**src/rtl/hz_matrix_scan.sv**
```systemverilog
// Glyph ROM reader and 16x16 LED matrix row scanner: prefetches the next row into a
// shadow register while the current row is lit, and steps through the stored characters.
module hz_matrix_scan #(
  parameter int ROW_HOLD  = 1000,
  parameter int CHAR_HOLD = 50,
  parameter int NUM_CHARS = 3
) (
  input  logic        clk,
  input  logic        rst,
  input  logic        en,
  input  logic        pause,
  output logic [6:0]  rom_addr,
  input  logic [7:0]  rom_dout,
  output logic [15:0] row_sel,
  output logic [15:0] col_data,
  output logic [1:0]  char_idx,
  output logic        frame_start
);

  localparam int CNT_W = (ROW_HOLD > 1) ? $clog2(ROW_HOLD) : 1;
  localparam int FC_W  = (CHAR_HOLD > 1) ? $clog2(CHAR_HOLD) : 1;
  localparam logic [CNT_W-1:0] CNT_LAST  = CNT_W'(ROW_HOLD - 1);
  localparam logic [FC_W-1:0]  FC_LAST   = FC_W'(CHAR_HOLD - 1);
  localparam logic [1:0]       CHAR_LAST = 2'(NUM_CHARS - 1);

  typedef enum logic [1:0] {PRIME_F0, PRIME_F1, PRIME_F2, DISPLAY} state_t;

  state_t           state;
  logic [3:0]       row;
  logic [CNT_W-1:0] cnt;
  logic [FC_W-1:0]  frame_cnt;
  logic [15:0]      shadow;
  logic [1:0]       pf_char;
  logic             adv;

  logic             adv_n;
  logic [1:0]       char_inc;
  logic [1:0]       pf_char_n;
  logic [3:0]       pf_row;

  // The advance decision is frozen when row 15 goes up, so both halves of the
  // row-0 prefetch and the char_idx update always agree on the same glyph.
  always_comb begin
    char_inc  = (char_idx == CHAR_LAST) ? 2'd0 : char_idx + 2'd1;
    adv_n     = (frame_cnt == FC_LAST) && !pause;
    pf_row    = row + 4'd2;
    pf_char_n = pf_char;
    if (row == 4'd14)
      pf_char_n = adv_n ? char_inc : char_idx;
  end

  always_ff @(posedge clk) begin
    if (rst) begin
      state       <= PRIME_F0;
      rom_addr    <= '0;
      row_sel     <= '0;
      col_data    <= '0;
      char_idx    <= '0;
      frame_start <= 1'b0;
      row         <= '0;
      cnt         <= '0;
      frame_cnt   <= '0;
      pf_char     <= '0;
      adv         <= 1'b0;
    end else if (!en) begin
      state       <= PRIME_F0;
      rom_addr    <= {char_idx, 4'd0, 1'b0};
      row_sel     <= '0;
      col_data    <= '0;
      frame_start <= 1'b0;
      row         <= '0;
      cnt         <= '0;
    end else begin
      case (state)
        PRIME_F0: begin
          rom_addr    <= {char_idx, 4'd0, 1'b1};
          frame_start <= 1'b0;
          state       <= PRIME_F1;
        end
        PRIME_F1: begin
          shadow[15:8] <= rom_dout;
          state        <= PRIME_F2;
        end
        PRIME_F2: begin
          col_data    <= {shadow[15:8], rom_dout};
          row_sel     <= 16'h0001;
          frame_start <= 1'b1;
          row         <= '0;
          cnt         <= '0;
          pf_char     <= char_idx;
          rom_addr    <= {char_idx, 4'd1, 1'b0};
          state       <= DISPLAY;
        end
        default: begin
          frame_start <= 1'b0;
          if (cnt == '0)
            rom_addr[0] <= 1'b1;
          if (cnt == CNT_W'(1))
            shadow[15:8] <= rom_dout;
          if (cnt == CNT_W'(2))
            shadow[7:0] <= rom_dout;
          if (cnt == CNT_LAST) begin
            cnt      <= '0;
            row      <= row + 4'd1;
            row_sel  <= {row_sel[14:0], row_sel[15]};
            col_data <= shadow;
            rom_addr <= {pf_char_n, pf_row, 1'b0};
            pf_char  <= pf_char_n;
            if (row == 4'd14)
              adv <= adv_n;
            if (row == 4'd15) begin
              frame_start <= 1'b1;
              if (adv) begin
                char_idx  <= pf_char;
                frame_cnt <= '0;
              end else if (frame_cnt != FC_LAST) begin
                frame_cnt <= frame_cnt + 1'b1;
              end
            end
          end else begin
            cnt <= cnt + 1'b1;
          end
        end
      endcase
    end
  end

endmodule

```
**config.mk**
```make
export PLATFORM = sky130hd
export DESIGN_NAME = hz_matrix_scan
export DESIGN_NICKNAME = d
export VERILOG_FILES = /design/src/rtl/hz_matrix_scan.sv
export SDC_FILE = /design/constraint.sdc
export NUM_CORES = 1
export LEC_CHECK = 0
export ABC_AREA = 1
export BUFFER_PORTS_ARGS = -buffer_cell sky130_fd_sc_hd__buf_2
export CORE_ASPECT_RATIO = 0.7
export CORE_MARGIN = 2
export CORE_UTILIZATION = 40
export CTS_CLUSTER_DIAMETER = 120
export CTS_CLUSTER_SIZE = 10
export DETAILED_ROUTE_END_ITERATION = 10
export PLACE_DENSITY_LB_ADDON = 0.3
export SETUP_SLACK_MARGIN = 0.5
export SYNTH_ARGS = -nofsm -noshare
export SYNTH_HDL_FRONTEND = slang
export SYNTH_SLANG_ARGS = --single-unit
```
**constraint.sdc**
```tcl
create_clock -name clk -period 2.8 [get_ports clk]
set_input_delay 0.56 -clock clk [delete_from_list [all_inputs] [get_ports clk]]
set_output_delay 0.56 -clock clk [all_outputs]
set_load 0.1 [all_outputs]
```
* Word-level counts from Yosys, hierarchy flattened
Index checks and enable logic that the tools add are counted.
** Word-level totals
- Flip-flop bits (word level) :: 83
- Input port bits :: 12
- Output and inout bits :: 42
- Logic and storage cells :: 87
** Operators by class
- Add/sub/neg operators :: 5
- Eq/ne operators :: 12
- Mux-type cells :: 25
- Bitwise gates (word level) :: 6
- Reductions and logical operators :: 24
** Operators with widths (count)
- one-hot mux 16 bit (2 select lines) :: 2
- 2-to-1 mux 16 bit :: 2
- one-hot mux 7 bit (3 select lines) :: 1
- one-hot mux 10 bit (2 select lines) :: 1
- one-hot mux 8 bit (2 select lines) :: 1
- 2-to-1 mux 7 bit :: 2
- 2-to-1 mux 6 bit :: 2
- AND reduction 4 bit :: 3
- adder 10 x 1 -> 10 bit (second input constant) :: 1
- equality test 10 x 1 -> 1 bit (second input constant) :: 1
- equality test 10 bit (second input constant) :: 1
- equality test 10 x 2 -> 1 bit (second input constant) :: 1
- logical NOT 10 bit :: 1
- 2-to-1 mux 10 bit :: 1
- AND reduction 5 bit :: 2
- equality test 4 bit (second input constant) :: 2
- 2-to-1 mux 2 bit :: 4
- 2-to-1 mux 8 bit :: 1
- one-hot mux 4 bit (2 select lines) :: 1
- AND reduction 2 bit :: 4
- adder 6 x 1 -> 6 bit (second input constant) :: 1
- equality test 6 bit (second input constant) :: 1
- != test 6 bit (second input constant) :: 1
- NOT 1 bit :: 6
- 21 further kinds :: 29

* Longest topological paths before layout
Gate-level depths: netlist of run 1.
- Depth in word-level cells :: 7
- Depth in mapped cells :: 11
- Gate-level depth less buffers :: 11

* Least setup slack after synthesis of run 1
Ideal clock, no wire load.
- Path type :: input to register
- Start point :: in rst
- End point :: reg shadow[0] (enable)
- Library setup time :: 0.383 ns
- Arrival :: 1.771 ns
- Data required time :: 2.417 ns
- Slack :: 0.646 ns
- Stages :: 5
- Path buffers :: 2
- Path through :: clkbuf_1 nor2_1 buf_2 nand3_1 nor3_1
** Between the ends
- Word-level cells in the longest chain between the ends :: 2
** Ends and longest elaborated chain
- start: declaration :: RTL line 9 : input logic rst,
- NOT 1 bit (no source line)
- AND reduction 4 bit (no source line)
- end signal: assignment :: RTL line 101 : shadow[7:0] <= rom_dout;
- end: declaration :: RTL line 32 : logic [15:0] shadow;
No other way between the ends.
A chain may end at the register's enable or synchronous reset.

* Worst setup path after layout of run 1
- Start point :: reg state[0]
- End point :: reg row_sel[7]
** Between the ends
- Word-level cells in the longest chain between the ends :: 4
- Elaborated cells between the ends (all ways) :: 8
- Those cells by class :: 2 x eq/ne; 1 x mux; 1 x bitwise; 4 x reduce/logical
** Ends and longest elaborated chain
- start: declaration :: RTL line 28 : state_t state;
- start signal: assignment :: RTL line 54 : state <= PRIME_F0;
- start signal: assignment :: RTL line 66 : state <= PRIME_F0;
- start signal: assignment :: RTL line 78 : state <= PRIME_F1;
- equality test 2 x 1 -> 1 bit or logical NOT 2 bit (tied branches) :: RTL line 74 : case (state)
- OR reduction 2 bit (no source line)
- NOT 1 bit (no source line)
- AND reduction 2 bit (no source line)
- end signal: assignment :: RTL line 105 : row_sel <= {row_sel[14:0], row_sel[15]};
- end: declaration :: RTL line 14 : output logic [15:0] row_sel,
Parallel ways exist; a longest one is shown, timed or not.

==> metrics.csv, run 1 <==
stage,metric,value,unit
synth,ys_top_cells_by_area,"dfxtp_1 (35%), edfxtp_1 (12%), nand2_1 (10%)",
die,initial_core_util,41.7,%
sta,clock.fmax,0.472,GHz
synth,yosys-top-cells-count,"nand2_1 (105), nor2_1 (84), dfxtp_1 (67)",
die,ioPinCount,54,
sta,setup_tns,0,ns
routing,wirelength,8450,um
cells_and_area,syn_to_final_growth,17.9,%
clocking,root_buffer,clkbuf_16,
global_route,track_usage,16.8,%
synth,synth_flop_cell,dfxtp_1,
sta,period_share,75.7,%
critical_path,worstPathArrival,2.38,ns
cells_and_area,antenna_cells,0,
die,die-height,86.0,um
synth,yosysSeqAreaShare,47.4,%
global_route,first_global_vias,2845,
clocking,htreeDepth,3,
critical_path,critPathMaxFanout,18,
routing,wl_per_cell,12.4,um
critical_path,worstSetupEndpointType,flip-flop,
clocking,cts_tree,done,
die,coreArea,9220,um2
critical_path,crit_family,simple AND/OR/NAND/NOR gates,
global_route,grt_use_met3,5.25,%
power,power.leakage,1.92,nW
routing,ant_nets,0,
place,dpl.hpwl,6070,um
routing,firstDrtPassIters,4,
cells_and_area,fillers,945,
synth,yosys_warnings,0,
synth,synth_nets,523,
global_route,grt_first_pass_wirelength,13600,um
synth,syn_area_per_cell,7.74,um2
global_route,grt.overflow.total,0,
clocking,clock_sinks,83,
routing,drc,0,
cells_and_area,fin_cells,680,
cells_and_area,nets,577,
critical_path,worstPathCellList,inv_1 -> ha_1 -> nor2_2 -> inv_2 -> nor2_4 -> nand2_4 -> o21ai_0,
job,cap_violations,0,
sta,fin_ws,0.681,ns
cells_and_area,drive_gt1_share,16.2,%
sta,maxSlewViolCount,0,
clocking,clk_latency,0.34,ns
synth,synthCells,497,
critical_path,path_class,flip-flop to flip-flop,
run_status,status,"complete, no violations",
place,place.port_buffers,53,
synth,synth.distinct_cells,31,
synth,synth_top_area_share,34.9,%
global_route,grtUsageMet1,23.0,%
critical_path,critPathLaunchType,flip-flop,
sta,hold_slack,0.431,ns
cells_and_area,multi_input_area,1760,um2
hold_path,hold_class,input port to flip-flop,
die,rows,29,
critical_path,cp_num_buf_inv,2,
clocking,cts_buffer_depth,2,
critical_path,crit_slowest_cell,dfxtp_1,
cells_and_area,fin_util,49.2,%
routing,vias_per_cell,4.83,
power,peakVddDrop,0.000263,V
sta,setup_viol,0,
place,place.gp.congestion,0.832,
synth,async_flop_share,0,%
global_route,top_usage_layer,met2,
synth,synth_largest_area_cell,dfxtp_1,
die,die_area,10400,um2
routing,vias,3283,
critical_path,max_stage_delay,0.49,ns
cells_and_area,regArea,1820,um2
place,place_ws,0.563,ns
power,p_per_area,581,nW/um2
critical_path,required,3.06,ns
clocking,cts_setup_buffers,0,
sta,finalHoldViolCount,0,
place,dp.cells,664,
die,fp.dieW,121,um
sta,rsz0062_at_grt,yes,
routing,drt_iter0_markers,160,
synth,synth.most_common_cell,nand2_1,
sta,tightestPinTransition,0.508,ns
global_route,grt_max_degree,38,
synth,synth_edf_count,16,
synth,ys_ff_latch,83,
synth,syn_area,3850,um2
sta,period_needed,2.12,ns
sta,slew_headroom,66.1,%
global_route,antenna_found_initial,0,
clocking,cts_buffers,9,
sta,fin_skew,0.00855,ns
global_route,met2_usage,24.9,%
clocking,clkTransAtPathRegs,0.06,ns
## layer usage
metal | routed length (um) | vias up
met1 | 4400 | 1498
met3 | 390 | 4
met5 | 0 | -
met4 | 84 | 0
met2 | 3570 | 60
li1 | - | 1721
## area by class of cell
| type | instances | share of cell area [%] |
|---|---|---|
| Timing Repair Buffer | 58 | 6.68 |
| Clock buffer | 11 | 5.60 |
| Sequential cell | 83 | 40.2 |
| Multi-Input combinational cell | 353 | 38.9 |
| Clock inverter | 5 | 1.32 |
| Tap cell | 124 | 3.42 |
| Inverter | 46 | 3.92 |
## placed cells by master (no fill, tap or decap), types with 3 or more instances in the layout
| cell | n |
|---|---|
| a21oi_1 | 23 |
| o21ai_1 | 20 |
| nand3_1 | 42 |
| o21ai_0 | 23 |
| nor2_4 | 3 |
| xor2_1 | 9 |
| clkbuf_16 | 10 |
| nor2_2 | 4 |
| dfxtp_1 | 67 |
| buf_4 | 5 |
| nor2_1 | 82 |
| inv_1 | 43 |
| nand4_1 | 5 |
| ha_1 | 14 |
| edfxtp_1 | 16 |
| nor3_1 | 10 |
| nand2_1 | 105 |
| buf_2 | 53 |
## registers in the layout, summed over array words and instances, names as in the netlist
signal	flops
adv	1
char_idx	2
cnt	10
col_data	16
frame_cnt	6
frame_start	1
pf_char	2
rom_addr	7
row	4
row_sel	16
shadow	16
state	2
## timing repair
item,in CTS,in global routing
endpoints found under the setup margin,0,50
hold buffers,0,0
gates resized for setup,0,2
## metrics by stage
step / area [um2] / power (mW)
floorplan: 3850 / 1.38
global placement: 4210 / 1.42
detailed placement: 4210 / 1.42
CTS: 4520 / 2.66
global route: 4530 / 2.73
finish: 4530 / 2.63
## cells by family after synthesis
logic type / share of synthesized area, %
buffers and inverters: 7.29
flip-flops: 47.4
AO/OA/AOI/OAI: 9.34
adder cells (fa/ha/maj): 4.55
XOR/XNOR: 2.05
AND/OR/NAND/NOR: 29.4
## worst paths after layout
kind | startpoint | endpoint | slack (ns) | depth (start not counted)
max | state[0] | row_sel[7] | 0.68 | 7
min reg2reg | row_sel[9] | row_sel[10] | 0.48 | 2
max reg2reg | state[0] | row_sel[7] | 0.68 | 7
min | rom_dout[0] | shadow[8] | 0.43 | 1
## worst reg2reg max path, delay by kind of cell, from the launching register on
family | cells | cell delay, ns
AOI/OAI and AO/OA | 1 | 0.21
and+or+nand+nor | 3 | 0.71
buffers and inverters | 2 | 0.23
DFF | 1 | 0.49
adders and majority gates | 1 | 0.40
## power by group
group | internal [mW] | total [mW] | switching [mW]
logic | 0.0390 | 0.163 | 0.124
registers | 1.23 | 1.23 | 0.00807
clock network | 0.748 | 1.24 | 0.487
Power figures use the tool's default switching activity.
==> inputs of run 2 (changes only) <==
Clock period 2.8 ns to 1.8 ns, I/O delays scaled along.
==> run 2 against run 1 <==
Effect of this change:
- die area unchanged
- combinational power increased to 3.1 times the previous value
- sequential share of layout area decreased by 11 points
- worst setup slack got worse by 0.52 ns
- global-route usage increased by 6.9 points
- core utilization increased by 22 points
- cell area increased by 45%
- clock power increased by 59%
- power increased by 67%
- first-iteration DRC count increased by 51%
- register-to-register slack got worse by 0.52 ns
- sequential power increased by 55%
==> metrics.csv, run 2 (synthesis results as in run 1) <==
stage,metric,value,unit
run_status,status,"complete, no violations",
critical_path,worstPathArrival,1.90,ns
sta,hold_slack,0.226,ns
clocking,clock_sinks,83,
cells_and_area,design_area,6590,um2
critical_path,critPathLaunchType,flip-flop,
place,place.port_buffers,53,
global_route,antenna_found_initial,0,
sta,fin_skew,0.00561,ns
power,power.leakage,2.45,nW
global_route,grt_max_degree,44,
sta,tightestPinTransition,0.367,ns
sta,period_share,90.8,%
clocking,clk_latency,0.34,ns
sta,setup_viol,0,
critical_path,worstSetupEndpointType,flip-flop,
critical_path,worstPathCellList,inv_6 -> ha_4 -> inv_4 -> nand2_8 -> buf_12 -> inv_16 -> nand2_8 -> clkinv_8 -> nand3_1 -> a21oi_2,
cells_and_area,drive_gt1_share,52.2,%
cells_and_area,largestRegisters,"col_data: 16 flops, row_sel: 16 flops, shadow: 16 flops",
die,ioPinCount,54,
clocking,clkTransAtPathRegs,0.06,ns
place,placed_cell_area,4500,um2
clocking,root_buffer,clkbuf_16,
place,dp.cells,665,
critical_path,critPathMaxFanout,7,
clocking,htreeDepth,3,
routing,wl_per_cell,18.0,um
critical_path,crit_family,buffers and inverters,
routing,ant_nets,0,
power,p_per_area,667,nW/um2
critical_path,required,2.06,ns
sta,slew_headroom,75.5,%
hold_path,hold_class,input port to flip-flop,
die,coreArea,9220,um2
sta,period_needed,1.63,ns
critical_path,crit_slowest_cell,dfxtp_4,
routing,wirelength,13400,um
global_route,track_usage,23.8,%
job,cap_violations,0,
routing,vias_per_cell,5.40,
power,peakVddDrop,0.000618,V
die,rows,29,
clocking,cts_buffer_depth,2,
cells_and_area,fin_cells,741,
routing,vias,4005,
global_route,grt.overflow.total,0,
sta,clock.fmax,0.612,GHz
routing,drt_iter0_markers,241,
die,initial_core_util,41.7,%
clocking,cts_tree,done,
cells_and_area,final_common_cell,nand2_1,
global_route,first_global_vias,3849,
cells_and_area,syn_to_final_growth,71.3,%
power,power.total,4.40,mW
critical_path,path_class,flip-flop to flip-flop,
sta,maxSlewViolCount,0,
place,dpl.hpwl,6450,um
die,die-height,86.0,um
routing,drc,0,
sta,finalHoldViolCount,0,
critical_path,cp_num_buf_inv,5,
die,fp.dieW,121,um
cells_and_area,antenna_cells,0,
sta,setup_tns,0,ns
cells_and_area,layout_common_cells,"nand2_1 (90), nor2_1 (60), dfxtp_2 (34), o21ai_2 (30), buf_12 (30)",
critical_path,critPathMostFrequentCell,nand2_8,
place,place.gp.congestion,0.856,
clocking,cts_buffers,9,
cells_and_area,nets,638,
routing,firstDrtPassIters,6,
sta,rsz0062_at_grt,yes,
global_route,grt_first_pass_wirelength,19300,um
die,die_area,10400,um2
critical_path,max_stage_delay,0.41,ns
run 2: changes by cell type in the layout (fill, tap and decap cells not counted), moves of 24 or more:
| cell | before | now |
|---|---|---|
| dfxtp_1 | 67 | 22 |
| buf_2 | 53 | 11 |
| dfxtp_2 | 0 | 34 |
| buf_12 | 0 | 30 |
| o21ai_2 | 0 | 30 |
| nand3_1 | 42 | 16 |
| buf_4 | 5 | 29 |
run 2: power by group:
| part | internal, mW | leakage, nW | switching (mW) |
|---|---|---|---|
| sequential | 1.90 | 0.710 | 0.0194 |
| clock | 1.22 | 0.151 | 0.752 |
| combinational | 0.178 | 1.58 | 0.332 |
run 2: worst paths after layout:
| kind | start | endpoint | slack (ns) | cells after the start |
|---|---|---|---|---|
| setup reg to reg | state[0] | row[2] | 0.17 | 10 |
| setup / recovery | state[0] | row[2] | 0.17 | 10 |
| hold reg to reg | row_sel[7] | row_sel[7] | 0.49 | 2 |
| hold / removal | rom_dout[1] | shadow[1] | 0.23 | 1 |
run 2: what timing repair did:
item / in CTS / in global routing
resized for setup: 225 / 109
hold buffers: 0 / 0
endpoints found under the setup margin: 123 / 106
buffers inserted: 32 / 14
pin swaps: 28 / 42
gates cloned: 14 / 0
run 2: per-layer routing:
metal	global-route usage [%]	part of all wire (%)
met1	29.6	40
met2	40.0	51
met3	5.98	5.8
met4	8.99	3.2
met5	0	0
run 2: per-stage QoR:
| stage | setup WS (ns) | util, % |
|---|---|---|
| after floorplan | 0.345 | - |
| after CTS | 0.256 | 66.0 |
| after global placement | 0.127 | 48.8 |
| after detailed placement | 0.0616 | 48.8 |
| final | 0.165 | 71.5 |
| after global routing | 0.115 | 71.5 |
run 2: area by class of cell:
type / instances / area, um2
tap: 124 / 155
timing repair buffer: 105 / 1320
clock buffer: 12 / 236
fill: 603 / 2630
multi-input combinational: 363 / 2630
timing repair inverter: 4 / 52.6
inverter: 46 / 224
sequential: 83 / 1910
clock inverter: 4 / 73.8
==> inputs of run 3 (changes only) <==
Settings changed: CORE_MARGIN 2 to 10, HOLD_SLACK_MARGIN set to 0.03.
==> run 3 against run 2 <==
Effect of this change:
- hold slack better by 0.00085 ns
- clock-buffer cell count down 2
- clock power up 16%
- largest power group unchanged
- critical path type unchanged
- global-route usage down 7.2 points
- cell area down 2.8%
- critical endpoint is now row_sel[0]
- clock skew down 0.00089 ns
- sequential power about the same
- critical path depth unchanged
- worst setup slack better by 0.025 ns
- first-iteration DRC count up 32%
==> metrics.csv, run 3 (synthesis results as in run 1) <==
stage,metric,value,unit
run_status,status,"complete, no violations",
power,pwr-share-comb,10.0,%
clocking,cts_buffer_depth,2,
global_route,grt_max_degree,38,
clocking,clk_latency,0.34,ns
critical_path,required,2.03,ns
die,die-height,102,um
critical_path,crit_slowest_cell,dfxtp_4,
power,power_frac_seq,41.0,%
critical_path,max_stage_delay,0.36,ns
routing,vias,3847,
global_route,track_usage,16.6,%
critical_path,critPathLaunch,cnt[1],
cells_and_area,fillers,618,
cells_and_area,fin_util,69.5,%
cells_and_area,fin_cells,731,
cells_and_area,nets,628,
global_route,grt_first_pass_wirelength,18300,um
power,p_per_area,731,nW/um2
clocking,cts_tree,done,
global_route,grt.overflow.total,0,
sta,tightestPinTransition,0.378,ns
critical_path,critPathLaunchType,flip-flop,
critical_path,worstPathCellList,ha_4 -> inv_4 -> nor2_4 -> nand3_4 -> buf_4 -> nor2_4 -> buf_6 -> nand2_8 -> nor2_1 -> nor2_1,
die,coreArea,9220,um2
critical_path,regToRegStartpoint,cnt[1],
sta,rsz0062_at_grt,yes,
clocking,clock_sinks,83,
routing,wl_per_cell,17.0,um
cells_and_area,final_common_cell,nand2_1,
routing,ant_nets,0,
power,power.leakage,2.43,nW
cells_and_area,drive_gt1_share,47.4,%
clocking,htreeDepth,3,
place,place.port_buffers,53,
critical_path,critPathMaxFanout,9,
job,cap_violations,0,
power,p_int,3.60,mW
routing,drt_iter0_markers,317,
die,rows,29,
routing,wirelength,12400,um
clocking,cts_buffers,9,
critical_path,worstPathArrival,1.84,ns
cells_and_area,syn_to_final_growth,66.5,%
power,switching_share,23.2,%
sta,period_share,89.4,%
cells_and_area,layout_common_cells,"nand2_1 (96), nor2_1 (70), dfxtp_2 (40), buf_12 (36), inv_1 (32)",
hold_path,hold_class,input port to flip-flop,
power,peakVddDrop,0.000607,V
die,fp.dieW,137,um
place,dp.cells,665,
power,clkPwrFrac,49.0,%
critical_path,r2r_cells,10,
sta,fin_skew,0.00472,ns
sta,period_needed,1.61,ns
sta,hold_slack,0.227,ns
global_route,antenna_found_initial,0,
cells_and_area,antenna_cells,0,
critical_path,worstSetupEndpointType,flip-flop,
place,dpl.hpwl,6900,um
routing,vias_per_cell,5.26,
sta,clock.fmax,0.621,GHz
clocking,root_buffer,clkbuf_16,
global_route,first_global_vias,3584,
hold_path,min_from,rom_dout[0],
die,die_area,14000,um2
sta,setup_tns,0,ns
clocking,clkTransAtPathRegs,0.06,ns
hold_path,hold_depth,1,
routing,drc,0,
die,initial_core_util,41.7,%
sta,slew_headroom,74.6,%
cells_and_area,largestRegisters,"col_data: 16 flops, row_sel: 16 flops, shadow: 16 flops",
place,place.gp.congestion,0.889,
sta,setup_viol,0,
power,switchingPower,1.09,mW
sta,maxSlewViolCount,0,
routing,firstDrtPassIters,6,
critical_path,path_class,flip-flop to flip-flop,
sta,finalHoldViolCount,0,
die,ioPinCount,54,
[run 3: changes by cell type in the layout (fill, tap and decap cells not counted), sizes merged]
cell,previous run,this run
clkinv,4,2
clkbuf,13,10
inv,48,46
buf,104,101
bufinv,2,4
nand2,120,118
[run 3: per-stage QoR]
step	worst slack (ns)	area, um2	total power [mW]
final	0.191	6400	4.68
after global routing	0.109	6400	4.82
after CTS	0.246	6010	4.66
after detailed placement	0.0797	4500	2.25
after global placement	0.119	4500	2.25
after floorplan	0.345	4160	2.19
[run 3: final cells by class]
class | count | area [um2] | share of cell area (%)
multi-input cells | 361 | 2440 | 38.2
flip-flops and latches | 83 | 1900 | 29.6
clock buffers | 10 | 239 | 3.73
clock inverters | 6 | 134 | 2.09
inverters | 46 | 220 | 3.44
repair buffers | 101 | 1310 | 20.5
well taps | 124 | 155 | 2.42
[run 3: worst max-delay path, delay by kind of cell, from the launching register on]
| kind | cells | cell delay [ns] |
|---|---|---|
| simple gates | 6 | 0.63 |
| flops | 1 | 0.36 |
| buf+inv | 3 | 0.36 |
| fa+ha+maj | 1 | 0.15 |
[run 3: path summary, 6_finish.rpt]
check,end,slack [ns]
setup reg to reg,row_sel[0],0.19
hold reg to reg,row_sel[10],0.49
setup / recovery,row_sel[0],0.19
hold / removal,shadow[8],0.23
[run 3: what timing repair did]
| item | CTS | global route |
|---|---|---|
| cloned | 8 | 0 |
| gates resized for setup | 217 | 82 |
| hold buffers | 0 | 0 |
| buffers inserted | 29 | 13 |
| pin swaps | 30 | 19 |
| setup endpoints to repair | 123 | 110 |
[run 3: layer usage]
layer  wire [um]  global-route usage, %
met5           0                      0
met4         341                   6.95
met1        5130                   19.8
met3         732                   4.26
met2        6240                   28.0
[run 3: power by group through the flow]
stage / Sequential [mW] / Combinational (mW) / Clock [mW]
after CTS: 1.92 / 0.419 / 2.32
after floorplan: 2.02 / 0.170 / 0
final: 1.92 / 0.469 / 2.29
after global placement: 1.96 / 0.286 / 0
after detailed placement: 1.96 / 0.289 / 0
after global routing: 1.92 / 0.493 / 2.41
